$ cat config.mk
export PLATFORM = sky130hd
export DESIGN_NAME = pipeline_stage_skid
export DESIGN_NICKNAME = d
export VERILOG_FILES = /design/src/rtl/pipeline_stage_skid.sv
export SDC_FILE = /design/constraint.sdc
export NUM_CORES = 1
export LEC_CHECK = 0
export CAP_MARGIN = 40
export CORE_AREA = 2 2 176 178
export DETAILED_ROUTE_END_ITERATION = 10
export DIE_AREA = 0 0 178 180
export GPL_TIMING_DRIVEN = 0
export HOLD_SLACK_MARGIN = 0.03
export PLACE_DENSITY = 0.65
export SKIP_CTS_REPAIR_TIMING = 1
export SLEW_MARGIN = 20
export SYNTH_ARGS = -nofsm -noshare
export SYNTH_HDL_FRONTEND = slang
export SYNTH_SLANG_ARGS = --single-unit
$ cat constraint.sdc
create_clock -name clk -period 2.2 [get_ports clk]
set_input_delay 0.44 -clock clk [delete_from_list [all_inputs] [get_ports clk]]
set_output_delay 0.44 -clock clk [all_outputs]
set_load 0.02 [all_outputs]
$ cat src/rtl/pipeline_stage_skid.sv
// Elastic pipeline stage register with a 2-entry skid buffer.
// Carries ctrl/data/instr across one RV32I stage boundary with a valid/ready
// handshake. It supports synchronous flush, NOP bubble injection and a
// saturating starvation counter. in_ready comes straight from a flop, so a
// downstream stall never becomes a long combinational path upstream.
module pipeline_stage_skid #(
  parameter int unsigned               CTRL_W    = 3,
  parameter int unsigned               DATA_W    = 101,
  parameter int unsigned               INSTR_W   = 32,
  parameter logic [INSTR_W-1:0]        NOP_INSTR = 32'h0000_0033,
  parameter int unsigned               CNT_W     = 16
) (
  input  logic               clk,
  input  logic               rst,
  input  logic               flush,
  input  logic               in_valid,
  output logic               in_ready,
  input  logic [CTRL_W-1:0]  in_ctrl,
  input  logic [DATA_W-1:0]  in_data,
  input  logic [INSTR_W-1:0] in_instr,
  output logic               out_valid,
  input  logic               out_ready,
  output logic [CTRL_W-1:0]  out_ctrl,
  output logic [DATA_W-1:0]  out_data,
  output logic [INSTR_W-1:0] out_instr,
  output logic [1:0]         occupancy,
  output logic [CNT_W-1:0]   bubble_cnt
);

  localparam logic [CNT_W-1:0] CNT_MAX = {CNT_W{1'b1}};
  localparam logic [CNT_W-1:0] CNT_ONE = {{(CNT_W-1){1'b0}}, 1'b1};

  // Main slot drives out_*; the skid slot catches the one entry accepted while main stalls.
  logic               main_v_q, main_v_d;
  logic [CTRL_W-1:0]  main_ctrl_q, main_ctrl_d;
  logic [DATA_W-1:0]  main_data_q, main_data_d;
  logic [INSTR_W-1:0] main_instr_q, main_instr_d;
  logic               skid_v_q, skid_v_d;
  logic [CTRL_W-1:0]  skid_ctrl_q, skid_ctrl_d;
  logic [DATA_W-1:0]  skid_data_q, skid_data_d;
  logic [INSTR_W-1:0] skid_instr_q, skid_instr_d;
  logic               in_ready_q, in_ready_d;
  logic [1:0]         occ_q, occ_d;
  logic [CNT_W-1:0]   bub_q, bub_d;
  logic               acc;
  logic               dlv;

  // Next-state: flush kills everything, otherwise refill main from skid first, then from input.
  always_comb begin
    acc          = in_valid & in_ready_q;
    dlv          = main_v_q & out_ready;
    main_v_d     = main_v_q;
    main_ctrl_d  = main_ctrl_q;
    main_data_d  = main_data_q;
    main_instr_d = main_instr_q;
    skid_v_d     = skid_v_q;
    skid_ctrl_d  = skid_ctrl_q;
    skid_data_d  = skid_data_q;
    skid_instr_d = skid_instr_q;

    if (flush) begin
      main_v_d     = 1'b0;
      skid_v_d     = 1'b0;
      main_ctrl_d  = {CTRL_W{1'b0}};
      main_instr_d = NOP_INSTR;
    end else if (!main_v_q || dlv) begin
      if (skid_v_q) begin
        // in_ready is low while skid is full, so no new entry can arrive here.
        main_v_d     = 1'b1;
        main_ctrl_d  = skid_ctrl_q;
        main_data_d  = skid_data_q;
        main_instr_d = skid_instr_q;
        skid_v_d     = 1'b0;
      end else if (acc) begin
        main_v_d     = 1'b1;
        main_ctrl_d  = in_ctrl;
        main_data_d  = in_data;
        main_instr_d = in_instr;
      end else begin
        // Nothing to present: inject a NOP bubble with cleared control.
        main_v_d     = 1'b0;
        main_ctrl_d  = {CTRL_W{1'b0}};
        main_instr_d = NOP_INSTR;
      end
    end else if (acc) begin
      skid_v_d     = 1'b1;
      skid_ctrl_d  = in_ctrl;
      skid_data_d  = in_data;
      skid_instr_d = in_instr;
    end else begin
      main_v_d = main_v_q;
    end

    in_ready_d = ~skid_v_d;
    occ_d      = {1'b0, main_v_d} + {1'b0, skid_v_d};

    if (out_ready && !main_v_q && (bub_q != CNT_MAX)) begin
      bub_d = bub_q + CNT_ONE;
    end else begin
      bub_d = bub_q;
    end
  end

  // State register with synchronous reset to an empty, ready stage.
  always_ff @(posedge clk) begin
    if (rst) begin
      main_v_q     <= 1'b0;
      main_ctrl_q  <= {CTRL_W{1'b0}};
      main_data_q  <= {DATA_W{1'b0}};
      main_instr_q <= NOP_INSTR;
      skid_v_q     <= 1'b0;
      skid_ctrl_q  <= {CTRL_W{1'b0}};
      skid_data_q  <= {DATA_W{1'b0}};
      skid_instr_q <= NOP_INSTR;
      in_ready_q   <= 1'b1;
      occ_q        <= 2'd0;
      bub_q        <= {CNT_W{1'b0}};
    end else begin
      main_v_q     <= main_v_d;
      main_ctrl_q  <= main_ctrl_d;
      main_data_q  <= main_data_d;
      main_instr_q <= main_instr_d;
      skid_v_q     <= skid_v_d;
      skid_ctrl_q  <= skid_ctrl_d;
      skid_data_q  <= skid_data_d;
      skid_instr_q <= skid_instr_d;
      in_ready_q   <= in_ready_d;
      occ_q        <= occ_d;
      bub_q        <= bub_d;
    end
  end

  assign in_ready   = in_ready_q;
  assign out_valid  = main_v_q;
  assign out_ctrl   = main_ctrl_q;
  assign out_data   = main_data_q;
  assign out_instr  = main_instr_q;
  assign occupancy  = occ_q;
  assign bubble_cnt = bub_q;

endmodule

==> impl_results.md <==
- Least-Margin Pin Slew: 838 ps
- R2R setup slack: 140 ps
- Initial antenna violation count: 7
- Die area: 32000 um^2
- P&R area growth vs syn: 41.1%
- Slowest CP cell: clkdlybuf4s50_1
- Power density cells: 798 nW/um^2
- Distinct cells, synth: 35
- Share of cells above drive strength 1: 6.44%
- Async set or reset register ratio after synthesis: 0%
- Ports: 297
- Routed length per instance: 16.8 um
- Synth Flop Type: dfxtp_1
- Int Power: 10.0 mW
- Remaining DRCs: 0
- Starting Density: 38.4%
- Crit Path Class: primary input to flop
- Final number of max-transition violations: 0
- Worst r2r src: bubble_cnt[0]
- Leakage: 5.42 nW
- Slowest stage delay, CP: 630 ps
- Hold Startpoint: skid_data_q[38]
- Mapped Avg Cell Area: 8.59 um^2
- WHS Path Cells: 2
- Maximum vdd drop: 0.501 mV
- WHS: 453 ps
- CTS Sinks: 293
- Cells along the critical path: clkdlybuf4s50_1 -> clkbuf_2 -> clkbuf_1 -> buf_6 -> clkbuf_1 -> a21oi_1
- Final Hold Violating Endpoints: 0
- Mapped Nets: 1492
- Most instantiated cells after synthesis: dfxtp_1 (293), nand2_1 (277), a21oi_1 (173), nor2_1 (144), mux2i_1 (132)
- Sequential power share: 42.7%
- Gr ovfl total: 0
- Fin crit period: 2090 ps
- Syn Inst Count: 1350
- Most common cell in the netlist: dfxtp_1
- Num CTS Buffers: 34
- Max-Cap Viols: 0
- RSZ-0062 raised after global routing: true
- CP arrival: 2460 ps
- Hold endpoint: skid_data_q[38]
- FP Rows: 64
- Post-route ant nets: 0
- Worst reg2reg path depth: 6
- CP most frequent cell: clkbuf_1
- Max Fclk: 478 MHz
- Die Height: 180 um
- Setup TNS: 0 ps
- Initial DRC Count: 501
- Fillers: 2801
- Slew HR: 44.1%
- Fin crit share: 95.1%
- Worst Setup Start Kind: primary input
- Max clock buf depth: 3
- Synth area leader: dfxtp_1
- Setup WS post-layout: 109 ps
- CP required: 2570 ps
- First-pass GRT wire length: 54800 um
- Port Buf Inserts: 296
- Post-synth EDFFs: 0
- CTS tree: yes
- Setup crit end kind: flop
- Global placement routability congestion: 0.811
- YS warnings: 0
- Vias in the first global route: 10100
- Largest net degree at the start of global routing: 14
- Root Buffer: clkbuf_16
- Pre-antenna DRT Iters: 5
- Clock slew at reported path FFs: 60 ps
- Outcome: finished, final reports clean
- Post-synthesis register bit count: 293
- Clock Skew: 10.1 ps
- Core Region: 30200 um^2
- Nets@finish: 1824
- DRT Wirelength: 35500 um
- Synth area leaders: dfxtp_1 (51%), mux2i_1 (11%), nand2_1 (9.0%), a21oi_1 (7.5%), a211oi_1 (6.6%)
- All-Layer GR Usage: 21.6%
- CP max FO: 10
- Number of setup violations in the final report: 0
- RR Endpoint: bubble_cnt[7]
- Setup slack at placement: -1180 ps
- Utilization after layout: 54.2%
- Comb pwr share: 11.0%
- Clock Latency Late Sink: 500 ps
- Clock power frac: 46.3%
- Sequential element share of the synthesized area: 50.6%
- Vias per inst: 5.00
- Net Sw Power: 3.03 mW
- Chip width: 178 um
- Cell area after synthesis: 11600 um^2
- Net Sw Frac: 23.2%
- HP Class: flop to flop
- Share of the synthesized area in the top cell type: 50.6%
- Vias post-DR: 10500
- DP HPWL: 25900 um
- H-tree Lvls: 2
-- how the worst max path moves through the flow --
stage                       start         endpoint  slack, ps
floorplan           bubble_cnt[5]   bubble_cnt[15]        280
global placement        out_ready     out_data[33]      -1110
detailed placement      out_ready     out_data[42]      -1180
CTS                     out_ready     out_data[42]       -640
global route            out_ready  skid_data_q[64]        -50
finish                        rst  skid_data_q[18]        110
-- through the flow --
stage                     cell area (um^2)  total power, mW  std cells
after global routing                 16400             13.5       2108
after detailed placement             15100             7.12       2043
after CTS                            16300             13.2       2104
after global placement               15100             7.10       2042
after floorplan                      11600             6.33       1350
final                                16400             13.1       2109
-- power groups by stage --
stage          Combinational (mW)  Clock [mW]  Sequential, mW
6_report                     1.43        6.04            5.58
5_1_grt                      1.55        6.35            5.60
4_1_cts                      1.43        6.17            5.58
3_5_place_dp                 1.42           0            5.69
3_3_place_gp                 1.41           0            5.69
2_1_floorplan               0.469           0            5.86
-- area by class of cell --
cell class	count	area (um^2)	area share (%)
multi-input cells	939	5280	32.3
clock buffers	52	1040	6.37
flip-flops and latches	293	5870	35.9
repair buffers	298	2990	18.3
plain buffers	113	487	2.98
well taps	396	495	3.03
diodes	6	15.0	0.0918
inverters	3	11.3	0.0688
clock inverters	9	173	1.06
-- flip-flops by register name, indices dropped and copies added, names as in the netlist --
name          count
skid_instr_q     32
occupancy         2
in_ready          1
out_ctrl          3
bubble_cnt       16
skid_ctrl_q       3
out_valid         1
skid_v_q          1
skid_data_q     101
out_instr        32
out_data        101
-- cell usage in the layout, fill, tap and decap left out, drive strengths merged, types with 3 or more instances in the layout --
cell | Yosys | routed
clkdlybuf4s50 | 0 | 296
nand2 | 277 | 277
o31ai | 3 | 3
inv | 3 | 3
diode | 0 | 6
nor3 | 36 | 36
buf | 32 | 33
a21oi | 173 | 173
clkbuf | 83 | 134
a2111oi | 4 | 4
bufinv | 0 | 5
nor2b | 9 | 9
or4 | 4 | 4
nor2 | 144 | 144
nor4 | 4 | 4
clkinv | 0 | 3
nand3b | 5 | 5
or3 | 7 | 7
a211oi | 102 | 102
mux2i | 132 | 132
dfxtp | 293 | 293
nand4 | 4 | 4
o21ai | 9 | 9
mux2 | 4 | 4
-- routing by layer --
metal | GRT usage, % | wire length (um) | part of all wire (%)
met2 | 35.1 | 16600 | 47
met4 | 7.57 | 921 | 2.6
met5 | 0 | 11 | 0.031
met1 | 27.9 | 15800 | 45
met3 | 5.03 | 2150 | 6.1
-- kinds of logic (layout without fill, tap and decap cells) --
kind of cell | after synthesis | count (layout) | synth area share [%]
XOR/XNOR | 1 | 1 | 0.0756
flip-flops | 293 | 293 | 50.6
buffers and inverters | 118 | 475 | 4.09
multiplexers | 136 | 136 | 11.8
AO/OA/AOI/OAI | 301 | 301 | 15.6
other | 0 | 6 | 0
adder cells (fa/ha/maj) | 1 | 1 | 0.108
AND/OR/NAND/NOR | 500 | 500 | 17.7
-- critical path: cells and delay by family --
family                 cells  cell delay (ps)
AO/OA/AOI/OAI              1               80
buffers and inverters      5             1920
Note: power is estimated with default switching activity, not from simulation.
